<file path="config.mk">
export PLATFORM = sky130hd
export DESIGN_NAME = cwc_capture_ctrl_flat
export DESIGN_NICKNAME = d
export VERILOG_FILES = /design/src/rtl/cwc_pkg.sv /design/src/rtl/cwc_capture_ctrl_if.sv /design/src/rtl/cwc_trig_match.sv /design/src/rtl/cwc_capture_ctrl.sv /design/src/flat_wrapper.sv
export SDC_FILE = /design/constraint.sdc
export NUM_CORES = 1
export LEC_CHECK = 0
export CORE_AREA = 2 2 137 139
export CTS_CLUSTER_DIAMETER = 60
export DETAILED_ROUTE_END_ITERATION = 8
export DIE_AREA = 0 0 139 141
export GPL_TIMING_DRIVEN = 0
export PLACE_DENSITY = 0.56
export SLEW_MARGIN = 20
export SYNTH_ARGS = -nofsm -noshare
export SYNTH_HDL_FRONTEND = slang
export SYNTH_SLANG_ARGS = --single-unit
</file>
<file path="constraint.sdc">
create_clock -name clk -period 2.4 [get_ports clk]
set_input_delay 0.24 -clock clk [delete_from_list [all_inputs] [get_ports clk]]
set_output_delay 0.24 -clock clk [all_outputs]
set_load 0.05 [all_outputs]
</file>
<file path="src/rtl/cwc_pkg.sv">
// Shared types and default sizing for the capture/trigger controller.
package cwc_pkg;

  localparam int unsigned CWC_DIN_W     = 18;
  localparam int unsigned CWC_RAM_DEPTH = 1024;
  localparam int unsigned CWC_ADDR_W    = 10;

  typedef enum logic [2:0] {
    ST_IDLE      = 3'd0,
    ST_PRE       = 3'd1,
    ST_WAIT_TRIG = 3'd2,
    ST_POST      = 3'd3,
    ST_DONE      = 3'd4
  } cwc_cap_state_e;

endpackage

</file>
<file path="src/rtl/cwc_capture_ctrl_if.sv">
// Capture-RAM write port; the controller drives it, the RAM consumes it.
interface cwc_capture_ctrl_if #(
  parameter int unsigned DIN_W  = 18,
  parameter int unsigned ADDR_W = 10
);

  logic              ram_we;
  logic [ADDR_W-1:0] ram_waddr;
  logic [DIN_W-1:0]  ram_wdata;

  modport master (output ram_we, ram_waddr, ram_wdata);
  modport slave  (input  ram_we, ram_waddr, ram_wdata);

endinterface

</file>
<file path="src/rtl/cwc_trig_match.sv">
// Masked equality compare of the probe bus against the latched trigger value.
module cwc_trig_match
  import cwc_pkg::*;
#(
  parameter int unsigned DIN_W = CWC_DIN_W
) (
  input  logic [DIN_W-1:0] din,
  input  logic [DIN_W-1:0] trig_mask,
  input  logic [DIN_W-1:0] trig_value,
  output logic             match
);

  assign match = ((din ^ trig_value) & trig_mask) == '0;

endmodule

</file>
<file path="src/rtl/cwc_capture_ctrl.sv">
// Logic-analyser capture controller: pre-trigger fill, trigger wait with
// wrap-around, post-trigger fill, and the RAM write port that records it all.
module cwc_capture_ctrl
  import cwc_pkg::*;
#(
  parameter int unsigned DIN_W     = CWC_DIN_W,
  parameter int unsigned RAM_DEPTH = CWC_RAM_DEPTH,
  parameter int unsigned ADDR_W    = CWC_ADDR_W
) (
  input  logic                clk,
  input  logic                rst,
  input  logic                arm,
  input  logic                abort,
  input  logic [DIN_W-1:0]    din,
  input  logic [ADDR_W-1:0]   pre_len,
  input  logic [DIN_W-1:0]    trig_mask,
  input  logic [DIN_W-1:0]    trig_value,
  cwc_capture_ctrl_if.master  ram,
  output logic                busy,
  output logic                done,
  output logic                triggered,
  output logic [ADDR_W-1:0]   trig_addr,
  output logic [ADDR_W-1:0]   start_addr,
  output logic [2:0]          state
);

  localparam logic [ADDR_W-1:0] LAST_ADDR = ADDR_W'(RAM_DEPTH - 1);
  localparam logic [ADDR_W-1:0] ONE       = ADDR_W'(1);

  cwc_cap_state_e    state_q, state_n;
  logic [ADDR_W-1:0] wptr;
  logic [ADDR_W-1:0] post_cnt;
  logic [ADDR_W-1:0] pre_len_q;
  logic [DIN_W-1:0]  trig_mask_q;
  logic [DIN_W-1:0]  trig_value_q;
  logic              match;
  logic              start_cap;
  logic              capture;
  logic              trig_hit;

  cwc_trig_match #(.DIN_W(DIN_W)) u_trig_match (
    .din        (din),
    .trig_mask  (trig_mask_q),
    .trig_value (trig_value_q),
    .match      (match)
  );

  always_comb begin
    state_n   = state_q;
    start_cap = 1'b0;
    capture   = 1'b0;
    trig_hit  = 1'b0;
    unique case (state_q)
      ST_IDLE, ST_DONE: begin
        if (arm) begin
          start_cap = 1'b1;
          state_n   = (pre_len == '0) ? ST_WAIT_TRIG : ST_PRE;
        end
      end
      // The pointer starts at zero and cannot wrap within PRE, so it doubles
      // as the pre-trigger sample counter.
      ST_PRE: begin
        capture = 1'b1;
        if (wptr == pre_len_q - ONE) state_n = ST_WAIT_TRIG;
      end
      ST_WAIT_TRIG: begin
        capture = 1'b1;
        if (match) begin
          trig_hit = 1'b1;
          state_n  = (pre_len_q == LAST_ADDR) ? ST_DONE : ST_POST;
        end
      end
      ST_POST: begin
        capture = 1'b1;
        if (post_cnt == ONE) state_n = ST_DONE;
      end
      default: state_n = ST_IDLE;
    endcase
    if (abort) begin
      state_n   = ST_IDLE;
      start_cap = 1'b0;
      capture   = 1'b0;
      trig_hit  = 1'b0;
    end
  end

  always_ff @(posedge clk) begin
    if (rst) begin
      state_q       <= ST_IDLE;
      ram.ram_we    <= 1'b0;
      ram.ram_waddr <= '0;
      ram.ram_wdata <= '0;
      triggered     <= 1'b0;
      trig_addr     <= '0;
      wptr          <= '0;
      post_cnt      <= '0;
      pre_len_q     <= '0;
      trig_mask_q   <= '0;
      trig_value_q  <= '0;
    end else begin
      state_q    <= state_n;
      ram.ram_we <= capture;
      triggered  <= trig_hit;
      if (capture) begin
        ram.ram_waddr <= wptr;
        ram.ram_wdata <= din;
        wptr          <= wptr + ONE;
      end
      if (start_cap) begin
        pre_len_q    <= pre_len;
        trig_mask_q  <= trig_mask;
        trig_value_q <= trig_value;
        wptr         <= '0;
        trig_addr    <= '0;
        post_cnt     <= '0;
      end
      if (trig_hit) begin
        trig_addr <= wptr;
        post_cnt  <= LAST_ADDR - pre_len_q;
      end else if (state_q == ST_POST && capture) begin
        post_cnt <= post_cnt - ONE;
      end
    end
  end

  assign busy       = state_q inside {ST_PRE, ST_WAIT_TRIG, ST_POST};
  assign done       = (state_q == ST_DONE);
  assign start_addr = done ? (trig_addr - pre_len_q) : '0;
  assign state      = state_q;

endmodule

</file>
<file path="src/flat_wrapper.sv">
// flat-port wrapper written by rule: the top's interface ports become plain ports
module cwc_capture_ctrl_flat import cwc_pkg::*;
#(
  parameter int unsigned DIN_W     = CWC_DIN_W,
  parameter int unsigned RAM_DEPTH = CWC_RAM_DEPTH,
  parameter int unsigned ADDR_W    = CWC_ADDR_W
)
  (clk, rst, arm, abort, din, pre_len, trig_mask, trig_value, busy, done, triggered, trig_addr, start_addr, state, ram_ram_we, ram_ram_waddr, ram_ram_wdata);
  cwc_capture_ctrl_if #(.DIN_W(DIN_W), .ADDR_W(ADDR_W)) ram_i ();
  input  logic clk;
  input  logic rst;
  input  logic arm;
  input  logic abort;
  input  logic [DIN_W-1:0] din;
  input  logic [ADDR_W-1:0] pre_len;
  input  logic [DIN_W-1:0] trig_mask;
  input  logic [DIN_W-1:0] trig_value;
  output logic busy;
  output logic done;
  output logic triggered;
  output logic [ADDR_W-1:0] trig_addr;
  output logic [ADDR_W-1:0] start_addr;
  output logic [2:0] state;
  output wire logic [$bits(ram_i.ram_we)-1:0] ram_ram_we;
  output wire logic [$bits(ram_i.ram_waddr)-1:0] ram_ram_waddr;
  output wire logic [$bits(ram_i.ram_wdata)-1:0] ram_ram_wdata;
  assign ram_ram_we = ram_i.ram_we;
  assign ram_ram_waddr = ram_i.ram_waddr;
  assign ram_ram_wdata = ram_i.ram_wdata;
  cwc_capture_ctrl #(.DIN_W(DIN_W), .RAM_DEPTH(RAM_DEPTH), .ADDR_W(ADDR_W)) u_core (.clk(clk), .rst(rst), .arm(arm), .abort(abort), .din(din), .pre_len(pre_len), .trig_mask(trig_mask), .trig_value(trig_value), .ram(ram_i), .busy(busy), .done(done), .triggered(triggered), .trig_addr(trig_addr), .start_addr(start_addr), .state(state));
endmodule
</file>
---- Word level (Yosys, flattened, before mapping) ----
Cells that the tools add are included.
storage, ports and cells
  input port bits ......................... 68
  ROM bits ................................ 0
  bits in latches ......................... 0
  memories ................................ 0
  logic and storage cells ................. 61
  output and inout port bits .............. 55
  flip-flop bits (word level) ............. 109
  memory bits (writable) .................. 0
cells by class
  eq/ne operators ......................... 11
  order comparisons ....................... 0
  shift-type cells ........................ 0
  div/mod/pow operators ................... 0
  bitwise logic cells ..................... 2
  $mul .................................... 0
  $add $sub $neg .......................... 5
  reduce and logical (&&, ||, !) cells .... 12
  multiplexer cells ....................... 20
operators by type and width
  operator                                                                  count
  10-bit two-way mux                                                        5
  10-bit by 1-bit subtractor with 10-bit output (second input constant)     2
  18-bit AND                                                                1
  18-bit zero test                                                          1
  18-bit XOR                                                                1
  3-bit two-way mux                                                         5
  3-bit case mux with 4 select lines                                        1
  10-bit by 1-bit adder with 10-bit output (second input constant)          1
  10-bit by 1-bit == test with 1-bit output (second input constant)         1
  10-bit == test                                                            1
  10-bit == test (second input constant)                                    1
  10-bit zero test                                                          1
  10-bit subtractor                                                         1
  10-bit subtractor (first input constant)                                  1
  1-bit two-way mux                                                         8
  3-bit by 2-bit == test with 1-bit output (second input constant)          2
  2-bit by 1-bit inequality test with 1-bit output (second input constant)  3
  3-bit nonzero test                                                        2
  2-bit OR reduction                                                        3
  4-bit AND reduction                                                       1
  3-bit by 1-bit == test with 1-bit output (second input constant)          1
  3-bit == test (second input constant)                                     1
  3-bit zero test                                                           1
  3-bit OR reduction                                                        1
  other kinds (4)                                                           4

---- Logic depth before layout (Yosys ltp) ----
Gate-level depths: netlist of the first run.
  depth in word-level cells ............... 7
  depth in mapped cells ................... 11

---- By module ----
Synthesis of the first run repeated with hierarchy kept, for this count alone.
unflattened totals
  cell total of the unflattened synthesis .. 664
  area, all modules ....................... 5,261.3 um^2
by module, submodules not included
  module            cells each  area an instance (um^2)  instances
  cwc_capture_ctrl  633         5,011.1                  1
  cwc_trig_match    31          250.2                    1

---- Least setup slack after synthesis of the first run ----
Ideal clock, no wire load.
  path type ............................... flip-flop to output port
  from .................................... register u_core.trig_addr[1]
  to ...................................... output port start_addr[7]
  stages on the path, launching flop included .. 9
  slack ................................... -0.744 ns
  required time ........................... 2.160 ns
  data arrival time ....................... 2.904 ns
  cell sequence ........................... dfxtp_1 -> ha_1 -> nor2b_1 -> o21ai_1 -> a21boi_1 -> o21ai_1 -> a21oi_1 -> o21ai_1 -> nor3b_1
between the ends
  word-level cells in the longest chain between the ends .. 2
RTL lines
  element                   RTL line                 source
  start: declaration        cwc_capture_ctrl.sv:22   output logic [ADDR_W-1:0] trig_addr,
  start signal: assignment  cwc_capture_ctrl.sv:118  trig_addr <= wptr;
  10-bit subtractor         cwc_capture_ctrl.sv:128  assign start_addr = done ? (trig_addr - pre_len_q) : '0;
  10-bit two-way mux        cwc_capture_ctrl.sv:128
  end: declaration          flat_wrapper.sv:22       output logic [ADDR_W-1:0] start_addr;
No other way between the ends.

---- Worst setup path in the final report of the first run ----
  from .................................... register u_core.trig_addr[0]
  to ...................................... output port start_addr[8]
The elaborated chain is that of the path after synthesis.

==> flow_summary.yaml, run 1 <==
power:
  p_per_area_nw_per_um2: 556
  leakage_uw: 0.00271
  ir_drop_mv: 0.386
hold_path:
  min_path_cells: 3
  hold_class: "input pin to register"
  holdPathEnd: "u_core.trig_value_q[15]"
  min_from: "trig_value[15]"
cells_and_area:
  final_area_sq_um: 7360
  drive_gt1_share_pct: 11.6
  n_fill_cell: 1933
  utilization_pct: 40.3
  layout.nets: 921
  area_growth_syn_to_layout_pct: 37.3
  diodes: 0
detailed_routing:
  num_vias: 5157
  drc_errors: 0
  wl_mm: 16.8
  drt-vias-per-instance: 4.79
  drt-initial-drc-count: 224
  ant_nets: 0
  wl_per_cell_um: 15.6
  firstDrtPassIters: 4
floorplan:
  die_y_um: 141
  io-pin-count: 123
  fp.dieW_um: 139
  die_area_sq_um: 19600
  num_rows: 50
  coreArea_sq_um: 18300
  start_util_pct: 29.3
sta:
  finalMaxSlewViolations: 0
  fmax_mhz: 355
  final-hold-violation-count: 0
  worst_slew_pin_slew_ns: 0.807
  finalCritPeriodShare_pct: 117
  worst_slack_ns: -0.419
  rsz0062_at_grt: "yes"
  period_needed_ns: 2.82
  setup_viol: 5
  slew_headroom_pct: 46.1
  fin_skew_ns: 0.0108
placed_design:
  io_buffers: 121
  hpwl_mm: 12.6
  gp_congestion: 0.858
  place_area_sq_um: 6920
logic_synthesis:
  ys.flop_type: "dfxtp_1"
  synth_cells: 696
  synth.largest_area_cell: "dfxtp_1"
  synth.distinct_cells: 65
  synth.area.top_cells: "dfxtp_1, nand2_1, a21oi_1"
  synth_edf_count: 0
  asyncSetResetFlopFracSynth_pct: 0
  ys_seq_area_share_pct: 40.7
  synth_warnings: 0
  yosys_register_bits: 109
  netlist.area_leader.share_pct: 40.7
  syn_avg_cell_area_sq_um: 7.70
  syn_nets: 779
  synthesis.area_sq_um: 5360
global_routing:
  grt_pass1_wl_mm: 25.9
  grt_start_max_net_pins: 20
  grt.total_usage_pct: 16.9
  gr-total-overflow: 0
  grt_pass1_vias: 4815
  antenna_found_initial: 0
run_status:
  status: "finished with violations"
  violations: "negative setup slack"
setup_path:
  cp.required_ns: 2.16
  r2r-end: "u_core.state[0]"
  crit_type: "register to output pin"
  start_kind: "register"
  cpMaxStageDelayCell: "dfxtp_4"
  crit_chain: "inv_4 -> ha_4 -> inv_2 -> fa_2 -> a21o_1 -> a21oi_2 -> nor2b_2 -> o21a_1 -> o41ai_2 -> xor2_1 -> nor2_4 -> buf_6"
  r2r_start: "u_core.pre_len_q[0]"
  arrival_ns: 2.58
  cpPeakStageDelay_ns: 0.36
  rr_worst_depth: 10
  cp-end-kind: "output pin"
  r2r_slack_ns: 0.23
  cp_max_fo: 2
flow_run:
  cap_violations: 0
clock_tree:
  cts_tree: "done"
  clockBufferDepth: 2
  clk_pin_slew_ns: 0.08
  clock_latency_ns: 0.36
  root_buffer: "clkbuf_16"
  cts_sinks: 109
  h-tree-depth: 3
  cts_buffers: 9
==> synth_stat cells, types with 5 or more instances <==
cell and number:
a22oi_1 9, nand2_1 177, nand3_1 5, dfxtp_1 109, nor4_1 5, a21oi_1 104
o21ai_0 6, buf_2 15, xnor2_1 13, clkbuf_1 27, xor2_1 35, ha_1 14
nor3_1 21, nor2b_1 5, nor2_1 56, inv_1 16
==> power by group <==
part	leakage, uW	total, uW	switching [uW]	internal, uW
logic	0.00168	717	402	316
registers	0.000889	1910	50.0	1860
clock network	0.000142	1460	742	722
==> stage by stage <==
stage	hold WS (ns)	power [uW]	setup slack, ns	cells	TNS (ns)
global placement	0.442	2640	-0.873	1051	-8.34
global route	0.425	4270	-0.575	1077	-1.90
finish	0.415	4100	-0.419	1077	-1.06
detailed placement	0.445	2640	-0.895	1051	-7.64
floorplan	0.368	2370	-0.118	696	-0.206
CTS	0.408	4120	-0.425	1073	-1.10
==> per-layer routing <==
layer	up-vias	track usage [%]	share of wire [%]
met5	-	0	0
met4	0	5.48	1.9
met3	20	4.18	5.4
met2	123	27.8	47
met1	2384	21.8	46
li1	2630	-	-
==> registers in the layout (all words and copies together) (netlist names) <==
register / flops
u_core.trig_addr: 10
u_core.ram.ram_we: 1
u_core.wptr: 10
u_core.ram.ram_wdata: 18
u_core.post_cnt: 10
u_core.trig_mask_q: 18
u_core.pre_len_q: 10
u_core.trig_value_q: 18
u_core.state: 3
u_core.triggered: 1
u_core.ram.ram_waddr: 10
==> cell families after synthesis <==
family | Yosys count | synth area share (%)
buffers and inverters | 61 | 4.69
AO/OA/AOI/OAI | 153 | 16.9
adder cells (fa/ha/maj) | 15 | 3.64
XOR/XNOR | 48 | 7.84
flip-flops | 109 | 40.7
AND/OR/NAND/NOR | 306 | 25.4
multiplexers | 4 | 0.770
==> worst max-delay path: cells and delay by family, from the launching register on <==
family,cells,cell delay (ns)
buffers and inverters,3,0.24
AND/OR/NAND/NOR,2,0.12
adder cells (fa/ha/maj),2,0.47
AO/OA/AOI/OAI,4,0.75
XOR/XNOR,1,0.27
flip-flops,1,0.36
==> cell type report <==
class / instances / area (sq um) / area share [%]
Timing Repair Buffer: 133 / 1300 / 17.7
Clock buffer: 9 / 225 / 3.06
Clock inverter: 7 / 56.3 / 0.765
Tap cell: 234 / 293 / 3.98
Multi-Input combinational cell: 526 / 3030 / 41.2
Sequential cell: 109 / 2200 / 29.9
Inverter: 17 / 66.3 / 0.901
Buffer: 42 / 186 / 2.53
==> layout by cell type, fill, tap and decap left out, types with 13 or more instances in the layout <==
cell             count
nand2_1            176
inv_1               13
xor2_1              35
buf_4               13
a21oi_1            102
dfxtp_1            102
nor2_1              53
ha_1                13
clkbuf_1            24
buf_2               15
clkdlybuf4s50_1    110
xnor2_1             13
nor3_1              18
==> worst max-delay path by stage <==
stage / slack (ns) / to / cells after the start / from
floorplan: -0.12 / start_addr[8] / 11 / u_core.trig_addr[0]
global placement: -0.87 / start_addr[8] / 10 / u_core.pre_len_q[1]
detailed placement: -0.89 / start_addr[8] / 10 / u_core.pre_len_q[1]
CTS: -0.42 / start_addr[8] / 12 / u_core.trig_addr[0]
global route: -0.58 / start_addr[8] / 12 / u_core.trig_addr[0]
finish: -0.42 / start_addr[8] / 12 / u_core.trig_addr[0]
==> timing repair <==
item                       CTS  global route
hold buffers                 0             0
setup buffers                7             5
setup endpoints to repair   11            12
gates resized for setup     74            10
cloned                       0             0
pin swaps                    3             2
Power figures use the tool's default switching activity.
==> run 2: changes to the inputs <==
==> constraint.sdc (replaced) <==
create_clock -name clk -period 2.4 [get_ports clk]
set_input_delay 0.24 -clock clk [delete_from_list [all_inputs] [get_ports clk]]
set_output_delay 0.24 -clock clk [all_outputs]
set_load 0.01 [all_outputs]
==> flow_summary.yaml, run 2 (synthesis results as in run 1) <==
setup_path:
  crit_buf_inv: 3
  r2r_start: "u_core.state[0]"
  r2r_slack_ns: 0.21
  cpPeakStageDelay_ns: 0.33
  cpMaxStageDelayCell: "dfxtp_2"
  crit_type: "register to output pin"
  start_kind: "register"
  rr_worst_depth: 6
  crit_chain: "inv_2 -> ha_4 -> inv_2 -> fa_2 -> a21o_1 -> a21oi_2 -> nor2b_2 -> o21a_1 -> o41ai_2 -> xor2_1 -> nor2_1 -> buf_2"
  cp.required_ns: 2.16
  cpMostUsedCell: "inv_2"
  cp_max_fo: 2
  cp-end-kind: "output pin"
  critPathTopFamily: "compound AO/OA/AOI/OAI gates"
  arrival_ns: 2.45
  r2r-end: "u_core.pre_len_q[7]"
sta:
  period_needed_ns: 2.69
  final-hold-violation-count: 0
  worst_slew_pin_slew_ns: 0.792
  rsz0062_at_grt: "yes"
  fin_skew_ns: 0.0118
  slew_headroom_pct: 47.1
  finalCritPeriodShare_pct: 112
  fmax_mhz: 372
  worst_slack_ns: -0.288
  setup_viol: 4
  finalMaxSlewViolations: 0
hold_path:
  hold_class: "input pin to register"
  min_path_cells: 3
  min_from: "trig_value[7]"
  holdPathEnd: "u_core.trig_value_q[7]"
floorplan:
  die_area_sq_um: 19600
  io-pin-count: 123
  fp.dieW_um: 139
  num_rows: 50
  coreArea_sq_um: 18300
  start_util_pct: 29.3
  die_y_um: 141
cells_and_area:
  final_area_sq_um: 7340
  diodes: 0
  multi_input_area_sq_um: 3020
  final_cell_mix: "nand2_1, clkdlybuf4s50_1, dfxtp_1"
  final_common_cell: "nand2_1"
  n_fill_cell: 1915
  largestRegisters: "u_core.ram.ram_wdata (18), u_core.trig_mask_q (18), u_core.trig_value_q (18)"
  seq_area_sq_um: 2200
  utilization_pct: 40.2
  layout.nets: 920
  area_growth_syn_to_layout_pct: 36.9
  drive_gt1_share_pct: 11.0
placed_design:
  hpwl_mm: 12.5
  place_area_sq_um: 6870
  gp_congestion: 0.864
  io_buffers: 121
clock_tree:
  clk_pin_slew_ns: 0.08
  h-tree-depth: 3
  cts_tree: "done"
  root_buffer: "clkbuf_16"
  cts_buffers: 9
  clockBufferDepth: 2
  cts_sinks: 109
  clock_latency_ns: 0.37
  cts_hold_buf: 0
power:
  ir_drop_mv: 0.467
  leakage_uw: 0.00272
  p_total_uw: 4130
  p_per_area_nw_per_um2: 563
detailed_routing:
  firstDrtPassIters: 4
  ant_nets: 0
  drt-initial-drc-count: 289
  wl_per_cell_um: 15.4
  drt-vias-per-instance: 4.77
  num_vias: 5130
  drc_errors: 0
  wl_mm: 16.6
run_status:
  status: "finished with violations"
  violations: "negative setup slack"
global_routing:
  grt_pass1_vias: 4723
  antenna_found_initial: 0
  gr-total-overflow: 0
  grt_start_max_net_pins: 22
  grt_pass1_wl_mm: 25.8
  grt.total_usage_pct: 16.8
flow_run:
  cap_violations: 0
-- run 2: cell count changes in the layout (fill, tap and decap cells not counted), sizes merged --
cell,before,now
clkdlybuf4s50,110,113
dlygate4sd2,0,1
dlymetal6s2s,0,1
buf,37,33
clkbuf,34,35
clkdlybuf4s15,3,0
-- run 2: power by group --
group / internal [uW] / switching (uW)
combinational: 324 / 356
clock: 744 / 792
sequential: 1860 / 50.6
total: 2930 / 1200
-- run 2: worst max path at each step --
stage | slack [ns] | endpoint | startpoint | cells after the start
6_report | -0.29 | start_addr[8] | u_core.trig_addr[0] | 12
5_1_grt | -0.43 | start_addr[8] | u_core.trig_addr[0] | 12
4_1_cts | -0.46 | start_addr[8] | u_core.trig_addr[0] | 12
3_5_place_dp | -0.65 | start_addr[8] | u_core.pre_len_q[1] | 10
3_3_place_gp | -0.63 | start_addr[8] | u_core.pre_len_q[1] | 10
2_1_floorplan | 0.06 | start_addr[8] | u_core.pre_len_q[0] | 10
-- run 2: metal layers --
metal  wire [um]  up-vias  part of all wire (%)  track usage, %
met1        7680     2362                    46            22.1
met3         964       14                   5.8            4.45
met2        7720      132                    46            27.5
met4         255        0                   1.5            4.47
li1            -     2622                     -               -
met5           0        -                     0               0
-- run 2: tightest hold or removal path, stage by stage --
cell and delay, ns:
clkdlybuf4s50_1 0.39, nand2_1 0.05, a21oi_1 0.05
-- run 2: metrics by stage --
| step | std cells | TNS [ns] | hold slack (ns) | setup WS, ns |
|---|---|---|---|---|
| global route | 1076 | -1.68 | 0.408 | -0.433 |
| global placement | 1051 | -7.05 | 0.442 | -0.627 |
| detailed placement | 1051 | -6.24 | 0.449 | -0.645 |
| CTS | 1075 | -1.12 | 0.400 | -0.456 |
| floorplan | 696 | 0 | 0.368 | 0.0555 |
| finish | 1076 | -0.724 | 0.405 | -0.288 |
-- run 2: timing repair --
| action | in CTS | in global routing |
|---|---|---|
| buffers inserted | 9 | 1 |
| endpoints found under the setup margin | 10 | 10 |
| pin swaps | 14 | 13 |
| resized for setup | 51 | 16 |
-- run 2: area by class of cell --
class,count,share of cell area (%)
timing repair buffer,131,17.1
tap,234,3.99
buffer,43,2.63
inverter,17,0.938
sequential,109,30.0
clock buffer,9,3.07
clock inverter,7,1.04
multi-input combinational,526,41.2
